--- src/rtl/pq_op_scheduler.sv ---
// pq_op_scheduler: command front-end that paces ENQ/DEQ/REPLACE into a max-first priority queue
// Ports:
//   i_CLK, i_RSTn                     clock (rising edge), asynchronous active-low reset
//   i_cmd_valid/o_cmd_ready           command handshake; ready only in IDLE
//   i_cmd_op, i_cmd_data              00 NOP, 01 ENQ, 10 DEQ, 11 REPLACE, and operand
//   o_rsp_valid/i_rsp_ready           popped-head response handshake
//   o_rsp_data                        head value captured at accept
//   o_pq_wrt, o_pq_read, o_pq_data    one-cycle strobes and data to the queue
//   i_pq_full, i_pq_empty, i_pq_data  queue status and current head
//   o_busy                            FSM not in IDLE
//   o_drop_cnt                        saturating count of dropped commands
module pq_op_scheduler #(
    parameter int DATA_WIDTH = 16,
    parameter int QUEUE_SIZE = 15,
    parameter int ENQ_WAIT   = $clog2(QUEUE_SIZE),
    parameter int DEQ_WAIT   = 2,
    parameter int CNT_WIDTH  = 16
) (
    input  logic                  i_CLK,
    input  logic                  i_RSTn,
    input  logic                  i_cmd_valid,
    output logic                  o_cmd_ready,
    input  logic [1:0]            i_cmd_op,
    input  logic [DATA_WIDTH-1:0] i_cmd_data,
    output logic                  o_rsp_valid,
    input  logic                  i_rsp_ready,
    output logic [DATA_WIDTH-1:0] o_rsp_data,
    output logic                  o_pq_wrt,
    output logic                  o_pq_read,
    output logic [DATA_WIDTH-1:0] o_pq_data,
    input  logic                  i_pq_full,
    input  logic                  i_pq_empty,
    input  logic [DATA_WIDTH-1:0] i_pq_data,
    output logic                  o_busy,
    output logic [CNT_WIDTH-1:0]  o_drop_cnt
);
    localparam int WAIT_MAX = (ENQ_WAIT > DEQ_WAIT) ? ENQ_WAIT : DEQ_WAIT;
    localparam int WAIT_W   = $clog2(WAIT_MAX + 1);
    localparam logic [1:0] OP_NOP = 2'b00, OP_ENQ = 2'b01, OP_DEQ = 2'b10;

    typedef enum logic [1:0] {S_IDLE, S_ISSUE, S_WAIT, S_RESP} state_t;

    state_t                r_state, w_next;
    logic [1:0]            r_op;
    logic [DATA_WIDTH-1:0] r_data, r_head;
    logic                  r_pend;
    logic [WAIT_W-1:0]     r_cnt;
    logic [CNT_WIDTH-1:0]  r_drop;
    logic                  w_accept, w_drop, w_go;

    assign w_accept   = i_cmd_valid & o_cmd_ready;
    assign w_drop     = w_accept & (((i_cmd_op == OP_ENQ) & i_pq_full) | ((i_cmd_op == OP_DEQ) & i_pq_empty));
    assign w_go       = w_accept & (i_cmd_op != OP_NOP) & ~w_drop;
    assign o_drop_cnt = r_drop;

    always_ff @(posedge i_CLK or negedge i_RSTn) begin
        if (!i_RSTn) r_state <= S_IDLE;
        else         r_state <= w_next;
    end

    // The wait counter is loaded at accept and runs down through ISSUE as well,
    // so WAIT lasts (load - 1) cycles.
    always_comb begin
        w_next = r_state;
        case (r_state)
            S_IDLE:  w_next = w_go ? S_ISSUE : S_IDLE;
            S_ISSUE: w_next = S_WAIT;
            S_WAIT:  w_next = (r_cnt == WAIT_W'(1)) ? (r_pend ? S_RESP : S_IDLE) : S_WAIT;
            S_RESP:  w_next = i_rsp_ready ? S_IDLE : S_RESP;
            default: w_next = S_IDLE;
        endcase
    end

    // op[0] marks a write (ENQ/REPLACE), op[1] a read (DEQ/REPLACE).
    always_comb begin
        o_cmd_ready = (r_state == S_IDLE) & i_RSTn;
        o_busy      = r_state != S_IDLE;
        o_pq_wrt    = (r_state == S_ISSUE) & r_op[0];
        o_pq_read   = (r_state == S_ISSUE) & r_op[1];
        o_pq_data   = o_pq_wrt ? r_data : '0;
        o_rsp_valid = r_state == S_RESP;
        o_rsp_data  = o_rsp_valid ? r_head : '0;
    end

    always_ff @(posedge i_CLK or negedge i_RSTn) begin
        if (!i_RSTn) begin
            r_op   <= OP_NOP;
            r_data <= '0;
            r_head <= '0;
            r_pend <= 1'b0;
            r_cnt  <= '0;
            r_drop <= '0;
        end else begin
            if (w_go) begin
                r_op   <= i_cmd_op;
                r_data <= i_cmd_data;
                r_head <= i_pq_data;
                r_pend <= i_cmd_op[1] & ~i_pq_empty;
                r_cnt  <= (i_cmd_op == OP_ENQ) ? WAIT_W'(ENQ_WAIT) : WAIT_W'(DEQ_WAIT);
            end else if (r_state == S_ISSUE || r_state == S_WAIT) begin
                r_cnt <= r_cnt - WAIT_W'(1);
            end
            if (w_drop && r_drop != '1) r_drop <= r_drop + CNT_WIDTH'(1);
        end
    end
endmodule

--- config.mk ---
export PLATFORM = sky130hd
export DESIGN_NAME = pq_op_scheduler
export DESIGN_NICKNAME = d
export VERILOG_FILES = /design/src/rtl/pq_op_scheduler.sv
export SDC_FILE = /design/constraint.sdc
export NUM_CORES = 1
export LEC_CHECK = 0
export ABC_AREA = 1
export CAP_MARGIN = 10
export CORE_UTILIZATION = 47
export DETAILED_ROUTE_END_ITERATION = 6
export GPL_TIMING_DRIVEN = 0
export PLACE_DENSITY_LB_ADDON = 0.2
export SLEW_MARGIN = 10
export SYNTH_ARGS = -nofsm -noshare
export SYNTH_HDL_FRONTEND = slang
export SYNTH_SLANG_ARGS = --single-unit
--- constraint.sdc ---
create_clock -name i_CLK -period 2.1 [get_ports i_CLK]
set_input_delay 0.42 -clock i_CLK [delete_from_list [all_inputs] [get_ports i_CLK]]
set_output_delay 0.42 -clock i_CLK [all_outputs]
set_load 0.02 [all_outputs]
======== Word-level counts from Yosys, hierarchy flattened ========
Index checks and enable logic that the tools add are counted.
operators by class
  multiplexer cells ....................... 10
  magnitude comparators ................... 0
  reductions and logical operators ........ 6
  equality and inequality tests ........... 7
  shift operators ......................... 0
  $add $sub $neg .......................... 2
  bitwise operators ....................... 13
  multiply operators ...................... 0
  div/mod/pow operators ................... 0
operators by type and width
  operator                                             number
  2-to-1 mux 16 bit                                    2
  adder 16 x 1 -> 16 bit, second input constant        1
  != test 16 bit, second input constant                1
  bitwise AND 1 bit                                    10
  2-to-1 mux 3 bit                                     3
  case mux 2 bit (4 select lines)                      1
  equality test 2 bit, second input constant           3
  2-to-1 mux 2 bit                                     3
  nonzero test 2 bit                                   3
  equality test 2 x 1 -> 1 bit, second input constant  2
  equality test 3 x 1 -> 1 bit, second input constant  1
  subtractor 3 x 1 -> 3 bit, second input constant     1
  logical NOT 2 bit                                    1
  NOT 1 bit                                            2
  logical AND 1 bit                                    1
  logical OR 1 bit                                     1
  2-to-1 mux 1 bit                                     1
  bitwise OR 1 bit                                     1
word-level totals
  output and inout port bits .............. 53
  bits in latches ......................... 0
  register bits ........................... 56
  memories ................................ 0
  bits of input ports ..................... 40
  memory bits (writable) .................. 0
  ROM bits ................................ 0
  logic and storage cells ................. 45

======== Depth between registers and ports, before layout ========
  depth after elaboration ................. 8
  mapped depth ............................ 10

======== Least setup slack after synthesis ========
OpenSTA, ideal clock, no wires.
  path kind ............................... flip-flop to output port
  start ................................... register r_state[0]
  end ..................................... output o_rsp_data[10]
  stages on the path, launching flop included .. 6
  buffers on the path ..................... 2
  required time ........................... 1.680 ns
  arrival time ............................ 1.392 ns
  path slack .............................. 0.288 ns
  cell sequence ........................... dfrtp_1 > ha_1 > clkbuf_1 > clkbuf_1 > nand2_1 > inv_1
on the way
  longest elaborated chain between the ends .. 2
RTL lines
  element                 RTL line  RTL
  from (decl)             43        state_t r_state, w_next;
  from (signal assigned)  58        else r_state <= w_next;
  equality test 2 bit     81        o_rsp_valid = r_state == S_RESP;
  via o_rsp_valid         25        output logic o_rsp_valid,
  2-to-1 mux 16 bit       82        o_rsp_data = o_rsp_valid ? r_head : '0;
  to (decl)               27        output logic [DATA_WIDTH-1:0] o_rsp_data,
The timed path passes the listed nets, and every way through them passes these cells.

======== Worst setup path in the final report ========
  start ................................... register r_state[1]
  end ..................................... output o_rsp_data[7]
on the way
  longest elaborated chain between the ends .. 2
RTL lines
  element              RTL line
  equality test 2 bit  81
  2-to-1 mux 16 bit    82
Every way passes these cells.

==> out/qor.yml <==
yosysWarnings: 0
ios: 93
fin_hold_ws_ns: 0.04170
skew_ns: 0.01023
hold_buffers: 0
clk_root_buffer_cell: "clkbuf_8"
die-area_um2: 6754
hold_viol: 0
placed_cells: 574
critPathBufInv: 4
wl_per_cell_um: 12.22
clk_latency_ns: 0.32
drt_iter0_drc: 109
worst_pin_slew_ns: 0.5246
syn_nets: 455
hp-class: "in2async"
cp-end-kind: "output pin"
syn_area_per_cell_um2: 7.424
grt_max_degree: 59
ff2ff_setup_slack_ns: 0.36
cts_tree: "built"
layout_common_cells: "nand2_1, inv_1, dfrtp_1"
synth_seq_cells: 56
drive_gt1_frac: 0.1476
power_mw: 4.485
routed-via-count: 2837
p_leak_nw: 2.184
ys_types: 24
seq_area_frac_synth: 0.4638
fin_crit_sh: 0.9707
cp_slowest_cell: "dfrtp_1"
syn-cell-area_um2: 3022
rows: 28
ir_drop_mv: 0.6827
worstPathRequired_ns: 1.68
cts.sinks: 56
htree_levels: 2
cap_viol_max_count: 0
ant_nets: 0
max_stage_delay_ns: 0.43
crit_path_start_kind: "flop"
finalMaxSlewViolations: 0
area_growth_pct: 36.07
grt_pass1_wl_mm: 11.67
cp_cell_sequence: "ha_2 > buf_4 > clkbuf_8 > nand2_1 > inv_1 > clkdlybuf4s15_2"
fin_cells: 583
dp_hpwl_mm: 5.174
vias_per_cell: 4.866
outcome: "complete, no violations"
crit_arrival_ns: 1.62
drtPass1Iterations: 4
power.density_nw_per_um2: 1091
worstSetupPathType: "reg2out"
numCtsBuffers: 5
path_clk_slew_ns: 0.11
final_common_cell: "nand2_1"
grt_pass1_vias: 2721
fmax_mhz: 490.6
setup_violations: 0
antenna_cells: 0
routed_wl_mm: 7.122
fill_cells: 520
fin_crit_ns: 2.038
crit_fanout: 10
nets: 555
critPathTopFamily: "buffers and inverters"
antenna_found_initial: 0
postSynthCellCount: 407
port_buffers: 92
die_x_um: 82.18
clk_path_buf_depth: 2
maxSlewHeadroom: 0.6503
rsz0062_at_grt: "no"
fp.coreArea_um2: 6061
start_util: 0.4986
drc: 0
grt_overflow: 0
gp_congestion: 0.8174
fp.dieH_um: 82.18
track_usage: 0.2258
## area by class of cell
type | instances | area, µm² | share of cell area
clock buffers | 6 | 82.58 | 0.02009
multi-input cells | 277 | 1326 | 0.3226
clock inverters | 2 | 15.01 | 0.003652
repair buffers | 93 | 852.1 | 0.2072
well taps | 75 | 93.84 | 0.02282
flip-flops and latches | 56 | 1401 | 0.3408
inverters | 62 | 235.2 | 0.05721
plain buffers | 12 | 105.1 | 0.02556
## cells by family (layout without fill, tap and decap cells)
logic type | count (synthesis) | in the layout | synth area share
simple gates | 231 | 231 | 0.3180
buf+inv | 74 | 175 | 0.1048
flops | 56 | 56 | 0.4638
compound gates | 32 | 32 | 0.06294
fa+ha+maj | 8 | 8 | 0.03313
xor+xnor | 6 | 6 | 0.01739
## report_power, final
part	internal, mW	switching (mW)	leakage, nW	total (mW)
logic	0.827	1.15	1.44	1.98
registers	1.55	0.319	0.698	1.87
clock network	0.268	0.373	0.0434	0.641
total	2.64	1.84	2.18	4.49
## per-stage QoR
step | utilization | area [µm²] | setup slack [ns] | setup TNS, ns
2_1_floorplan | - | 3022 | 0.2876 | 0
3_3_place_gp | 0.6660 | 4036 | -2.031 | -180.52
3_5_place_dp | 0.6656 | 4034 | -0.3500 | -7.311
4_1_cts | 0.6819 | 4133 | 0.005178 | 0
5_1_grt | 0.6784 | 4111 | 0.002269 | 0
6_report | 0.6784 | 4111 | 0.06163 | 0
## Yosys cell counts
library cell / n / area, µm²
nand3_1: 14 / 70.07
buf_6: 4 / 45.04
nand3_2: 2 / 20.02
nor2_4: 2 / 22.52
a32oi_1: 1 / 8.760
nand2_1: 157 / 589.3
nor2_1: 38 / 142.6
clkbuf_1: 3 / 11.26
xor2_1: 6 / 52.55
o21ai_1: 2 / 10.01
nand2_4: 1 / 11.26
o21ai_0: 21 / 105.1
dfrtp_1: 56 / 1401
nor2_2: 3 / 18.77
inv_2: 3 / 11.26
inv_4: 1 / 6.260
o21ai_2: 7 / 61.31
inv_1: 58 / 217.7
ha_1: 8 / 100.1
nand4_1: 5 / 31.28
nand2_2: 8 / 50.05
nor3_1: 1 / 5.000
buf_2: 5 / 25.02
a21oi_1: 1 / 5.000
## final timing paths
path	from	endpoint	cells after the start
max	r_state[1]	o_rsp_data[7]	6
min	i_RSTn	o_drop_cnt[5]	1
max reg2reg	r_state[1]	r_pend	9
min reg2reg	r_op[1]	r_op[1]	2
max in group asynchronous	i_RSTn	r_head[10]	1
min in group i_CLK	r_op[1]	r_op[1]	2
## registers in the layout, indices dropped and copies added (netlist names)
| name | cells |
|---|---|
| r_state | 2 |
| r_head | 16 |
| r_cnt | 3 |
| r_pend | 1 |
| o_drop_cnt | 16 |
| r_data | 16 |
| r_op | 2 |
## routing by layer
| layer | share of wire | wire (µm) | vias to the layer above | GRT usage |
|---|---|---|---|---|
| li1 | - | - | 1419 | - |
| met1 | 0.42 | 3023 | 1330 | 0.2596 |
| met2 | 0.51 | 3618 | 73 | 0.3983 |
| met3 | 0.049 | 346 | 15 | 0.05824 |
| met4 | 0.019 | 134 | 0 | 0.08947 |
| met5 | 0 | 0 | - | 0 |
## repair_timing
item                       4_1_cts  5_1_grt
buffers inserted                 1        0
hold endpoints to repair         0        0
setup endpoints to repair       36       14
gates resized for setup        106       10
pin swaps                        0        1
No activity file was read; power rests on OpenSTA's default activity.
